## src/rtl/waveform_fetch.sv

```systemverilog
// Logic-analyser waveform renderer: fetches capture samples for the current VGA pixel
// and draws one channel band per data bit, with a two-clock pixel pipeline.
module waveform_fetch #(
  parameter int ADDR_WIDTH = 11,
  parameter int DATA_WIDTH = 8,
  parameter int H_ACTIVE   = 640,
  parameter int V_ACTIVE   = 480,
  parameter int BAND       = 60,
  parameter int HI_ROW     = 10,
  parameter int LO_ROW     = 50
) (
  input  logic                  clk,
  input  logic                  rst_n,
  input  logic                  video_on,
  input  logic [9:0]            pixel_x,
  input  logic [9:0]            pixel_y,
  input  logic                  capture_done,
  input  logic [ADDR_WIDTH-1:0] start_addr,
  input  logic [1:0]            zoom,
  output logic [ADDR_WIDTH-1:0] rd_addr,
  input  logic [DATA_WIDTH-1:0] rd_data,
  output logic                  pixel_on,
  output logic [9:0]            pix_x_d,
  output logic [9:0]            pix_y_d
);

  localparam int BR_W = (BAND > 1) ? $clog2(BAND) : 1;
  localparam int CH_W = $clog2(V_ACTIVE / BAND + 2);
  localparam logic [BR_W-1:0] BAND_LAST = BR_W'(BAND - 1);
  localparam logic [BR_W-1:0] HI_R      = BR_W'(HI_ROW);
  localparam logic [BR_W-1:0] LO_R      = BR_W'(LO_ROW);
  localparam logic [9:0]      X_LAST    = 10'(H_ACTIVE - 1);

  typedef enum logic [1:0] {IDLE, WAIT_FRAME, SHOW} state_t;

  state_t state_q, state_d;

  logic                  frame_start, line_end;
  logic                  latch_en, addr_en, disp_en;
  logic [ADDR_WIDTH-1:0] base_q, eff_base;
  logic [1:0]            zoom_q, eff_zoom;
  logic [ADDR_WIDTH-1:0] rd_addr_q, rd_addr_d;
  logic [BR_W-1:0]       band_q, band_cur, band_d;
  logic [CH_W-1:0]       chan_q, chan_cur, chan_d;
  logic [9:0]            x1_q, y1_q;
  logic                  von1_q;
  logic [BR_W-1:0]       band1_q;
  logic [CH_W-1:0]       chan1_q;
  logic                  prev_bit_q, prev_eff, cur_bit;
  logic [DATA_WIDTH-1:0] sel_mask;
  logic                  pixel_on_q, pixel_on_d;
  logic [9:0]            pix_x_q, pix_y_q;

  assign frame_start = video_on && (pixel_x == 10'd0) && (pixel_y == 10'd0);
  assign line_end    = video_on && (pixel_x == X_LAST);

  // State register
  always_ff @(posedge clk or negedge rst_n) begin
    if (!rst_n) state_q <= IDLE;
    else        state_q <= state_d;
  end

  // Next-state logic
  always_comb begin
    state_d = state_q;
    unique case (state_q)
      IDLE:       if (capture_done) state_d = WAIT_FRAME;
      WAIT_FRAME: begin
        if (!capture_done)    state_d = IDLE;
        else if (frame_start) state_d = SHOW;
      end
      SHOW:       if (frame_start) state_d = capture_done ? SHOW : IDLE;
      default:    state_d = IDLE;
    endcase
  end

  // FSM outputs: base/zoom only move at a frame start; the address path follows the
  // state being entered so the frame-start pixel already uses the new base.
  always_comb begin
    latch_en = 1'b0;
    addr_en  = 1'b0;
    disp_en  = 1'b0;
    latch_en = frame_start && capture_done && (state_q == WAIT_FRAME || state_q == SHOW);
    addr_en  = (state_d == SHOW);
    disp_en  = (state_q == SHOW);
  end

  always_comb begin
    eff_base  = latch_en ? start_addr : base_q;
    eff_zoom  = latch_en ? zoom : zoom_q;
    rd_addr_d = addr_en ? (eff_base + ADDR_WIDTH'(pixel_x >> eff_zoom)) : '0;
  end

  // Band counters describe the current line; the frame-start pixel sees them already cleared.
  always_comb begin
    band_cur = frame_start ? '0 : band_q;
    chan_cur = frame_start ? '0 : chan_q;
    band_d   = band_cur;
    chan_d   = chan_cur;
    if (line_end) begin
      if (band_cur == BAND_LAST) begin
        band_d = '0;
        chan_d = chan_cur + CH_W'(1);
      end else begin
        band_d = band_cur + BR_W'(1);
      end
    end
  end

  // rd_data here belongs to the pixel held in stage 1; channels past the data width
  // select nothing and read as 0.
  always_comb begin
    sel_mask   = DATA_WIDTH'(1) << chan1_q;
    cur_bit    = |(rd_data & sel_mask);
    prev_eff   = (x1_q == 10'd0) ? cur_bit : prev_bit_q;
    pixel_on_d = disp_en && von1_q && (int'(chan1_q) < DATA_WIDTH) &&
                 ((cur_bit && band1_q == HI_R) ||
                  (!cur_bit && band1_q == LO_R) ||
                  (cur_bit != prev_eff && band1_q >= HI_R && band1_q <= LO_R));
  end

  always_ff @(posedge clk or negedge rst_n) begin
    if (!rst_n) begin
      base_q     <= '0;
      zoom_q     <= '0;
      rd_addr_q  <= '0;
      band_q     <= '0;
      chan_q     <= '0;
      x1_q       <= '0;
      y1_q       <= '0;
      von1_q     <= 1'b0;
      band1_q    <= '0;
      chan1_q    <= '0;
      prev_bit_q <= 1'b0;
      pixel_on_q <= 1'b0;
      pix_x_q    <= '0;
      pix_y_q    <= '0;
    end else begin
      if (latch_en) begin
        base_q <= start_addr;
        zoom_q <= zoom;
      end
      rd_addr_q  <= rd_addr_d;
      band_q     <= band_d;
      chan_q     <= chan_d;
      x1_q       <= pixel_x;
      y1_q       <= pixel_y;
      von1_q     <= video_on;
      band1_q    <= band_cur;
      chan1_q    <= chan_cur;
      prev_bit_q <= cur_bit;
      pixel_on_q <= pixel_on_d;
      pix_x_q    <= x1_q;
      pix_y_q    <= y1_q;
    end
  end

  assign rd_addr  = rd_addr_q;
  assign pixel_on = pixel_on_q;
  assign pix_x_d  = pix_x_q;
  assign pix_y_d  = pix_y_q;

endmodule

```

## config.mk

```make
export PLATFORM = sky130hd
export DESIGN_NAME = waveform_fetch
export DESIGN_NICKNAME = d
export VERILOG_FILES = /design/src/rtl/waveform_fetch.sv
export SDC_FILE = /design/constraint.sdc
export NUM_CORES = 1
export LEC_CHECK = 0
export ABC_AREA = 1
export BUFFER_PORTS_ARGS = -buffer_cell sky130_fd_sc_hd__buf_2
export CORE_AREA = 2 2 94 96
export DETAILED_ROUTE_END_ITERATION = 16
export DIE_AREA = 0 0 96 98
export PLACE_DENSITY_LB_ADDON = 0.05
export SETUP_SLACK_MARGIN = 0.2
export SYNTH_ARGS = -nofsm -noshare
export SYNTH_HDL_FRONTEND = slang
export SYNTH_SLANG_ARGS = --single-unit
export TNS_END_PERCENT = 5
```

## constraint.sdc

```tcl
create_clock -name clk -period 4.6 [get_ports clk]
set_input_delay 0 -clock clk [delete_from_list [all_inputs] [get_ports clk]]
set_output_delay 0 -clock clk [all_outputs]
set_load 0.01 [all_outputs]
```

==> flow_metrics.tcl <==
set metrics [dict create \
    ant_nets 0 \
    gp_routability_congestion 0.8571 \
    path_cells "inv_1 > ha_1 > inv_1 > nor3_2 > buf_4 > nand2_1 > nand2_2 > nand3_1 > nand2_1 > ha_1 > inv_1 > fa_1 > nor3_1 > nor2_1 > nor2_1 > nor2_1 > xor2_1 > nor2_1" \
    path_clk_slew_ns 0.09 \
    rsz0062_at_grt "no" \
    clkLatencyLatePin_ns 0.36 \
    cts_root_buf "clkbuf_8" \
    max_stage_delay_ns 0.43 \
    grt_pass1_wl_um 15610 \
    final_common_cell "nand2_1" \
    grtUsageTotal 0.2139 \
    fmax_mhz 300.4 \
    io_pins 77 \
    htree_num_levels 3 \
    routed_wl_um 9311 \
    coreArea_sq_mm 0.008466 \
    synth_flop_cell "dfrtp_1" \
    syn-num-nets 524 \
    io_buffers 76 \
    fin_worst_skew_ns 0.01023 \
    fillers 771 \
    path_common_cell "nor2_1" \
    yosys_register_bits 89 \
    yosysSeqAreaShare 0.5400 \
    required_ns 4.84 \
    setup_violations 0 \
    drc 0 \
    status "completed" \
    slew_viol_final 0 \
    p_sw_frac 0.2565 \
    relSlewSlack 0.5384 \
    die_h_um 98 \
    nets 639 \
    finalCriticalPeriod_ns 3.329 \
    post_cts_buffers 0 \
    wl_per_cell_um 13.49 \
    end_kind "flip-flop" \
    grt_max_degree 59 \
    worst_pin_slew_ns 0.6924 \
    synth_edf_count 0 \
    pwr-share-seq 0.538 \
    layout-drive-gt1-share 0.1959 \
    start_kind "flip-flop" \
    synth_warnings 0 \
    syn_to_final_growth_pct 24.73 \
    drt_pass1_iterations 4 \
    cts.sinks 89 \
    p_int_w 0.001132 \
    final_cells 690 \
    max_cap_violations 0 \
    arrival_ns 3.57 \
    critPathKind "flip-flop to flip-flop" \
    syn_avg_cell_area_sq_um 8.926 \
    switchingPower_w 0.0003904 \
    tns_ns 0 \
    syn_inst 462 \
    cts_tree "yes" \
    hpwl_um 6849 \
    hold_depth 3 \
    grt_pass1_vias 3352 \
    hold_viol 0 \
    num_vias 3419 \
    antenna_cells 0 \
    p_clk_frac 0.358 \
    drt_iter0_markers 160 \
    min_path_type "input pin to flip-flop" \
    worstPathMaxFanout 12 \
    leakage_nw 2.728 \
    period_share 0.7238 \
    async_flop_share 1.000 \
    slowest_stage "fa_1" \
    numCtsBuffers 9 \
    routed_via_density 4.955 \
    ctsResizeCount 0 \
    dp.cells 641 \
    overflow 0 \
    clockBufferDepth 2 \
    vdd_drop_max_mv 0.2620 \
    reg2regPathDepth 18 \
    synth_cell_types 34 \
    rows 34 \
    syn_area_sq_mm 0.004124 \
    dieWidth_um 96 \
    final_cell_mix "105 x nand2_1, 89 x dfrtp_1, 75 x buf_2, 58 x nand3_1, 55 x inv_1" \
    combPwrFrac 0.105 \
    p_per_area_mw_per_mm2 295.9 \
    start_util 0.4871 \
    dieArea_sq_mm 0.009408 \
    antenna_found_initial 0 \
]
## critical path, delay by kind of cell (launching register included)
family / cells / cell delay (ns)
buf+inv: 4 / 0.45
xor+xnor: 1 / 0.14
simple gates: 10 / 1.13
flops: 1 / 0.42
fa+ha+maj: 3 / 1.06
## stage by stage
step	hold slack (ns)	power, W	setup WS (ns)	util	area, sq um
floorplan	-0.2956	0.0009003	1.789	-	4124
global placement	-0.03301	0.0009670	1.415	0.5446	4611
detailed placement	-0.03097	0.0009717	1.302	0.5446	4611
CTS	0.06576	0.001538	1.296	0.6076	5144
global route	0.09479	0.001593	1.039	0.6076	5144
finish	0.09453	0.001522	1.271	0.6076	5144
## cells by family (layout without fill, tap and decap cells)
kind of cell             count (synthesis)  count (layout)  synth area share
XOR/XNOR                                 9               9           0.01912
buffers and inverters                   63             183           0.06220
AO/OA/AOI/OAI                           30              30           0.04096
adder cells (fa/ha/maj)                 17              17           0.05340
AND/OR/NAND/NOR                        254             254            0.2843
flip-flops                              89              89            0.5400
## final timing paths
kind | from | to | slack, ns
setup / recovery | state_q[0] | rd_addr[8] | 1.27
hold / removal | zoom[1] | zoom_q[1] | 0.09
setup reg to reg | state_q[0] | rd_addr[8] | 1.27
hold reg to reg | y1_q[9] | pix_y_d[9] | 0.35
max in group asynchronous | rst_n | base_q[1] | 3.44
min in group asynchronous | rst_n | chan1_q[1] | 0.10
## layer usage
metal,vias up,global-route usage,wire (um),part of all wire
li1,1715,-,-,-
met5,-,0,0,0
met4,0,0.07143,119,0.013
met3,12,0.03472,610,0.066
met1,1579,0.3152,4478,0.48
met2,113,0.3216,4102,0.44
## state kept, by name, summed over array words and instances (netlist names), 4 cells and up
signal   count
base_q      11
rd_addr     11
pix_x_d     10
pix_y_d     10
x1_q        10
y1_q        10
band1_q      6
band_q       6
chan1_q      4
chan_q       4
## cell type report
type	count	area (sq um)	area share
Clock inverter	6	75.07	0.01459
Sequential cell	89	2227	0.4330
Inverter	56	210.2	0.04087
Timing Repair Buffer	111	728.2	0.1416
Multi-Input combinational cell	310	1640	0.3189
Clock buffer	10	127.6	0.02481
Tap cell	108	135.1	0.02627
## what timing repair did
action / in CTS / in global routing
hold buffers: 33 / 0
endpoints found under the hold margin: 63 / 0
endpoints found under the setup margin: 0 / 0
## synth_stat cells, types with 4 or more instances
library cell,number,area [sq um]
xor2_1,7,61.31
buf_2,4,20.02
nor2_1,49,183.9
o21ai_0,12,60.06
nor2_2,5,31.28
nor3_1,8,40.04
nand2_1,105,394.1
a21oi_1,11,55.05
nand3b_1,4,30.03
ha_1,16,200.2
dfrtp_1,89,2227
nand4_1,9,56.30
nand3_1,58,290.3
inv_1,55,206.5
## power groups by stage
stage / registers [W] / clock network [W] / logic [W]
2_1_floorplan: 0.000836 / 0 / 0.0000643
3_3_place_gp: 0.000832 / 0 / 0.000135
3_5_place_dp: 0.000834 / 0 / 0.000138
4_1_cts: 0.000818 / 0.000560 / 0.000160
5_1_grt: 0.000821 / 0.000593 / 0.000179
6_report: 0.000818 / 0.000544 / 0.000159
Power figures use the tool's default switching activity.
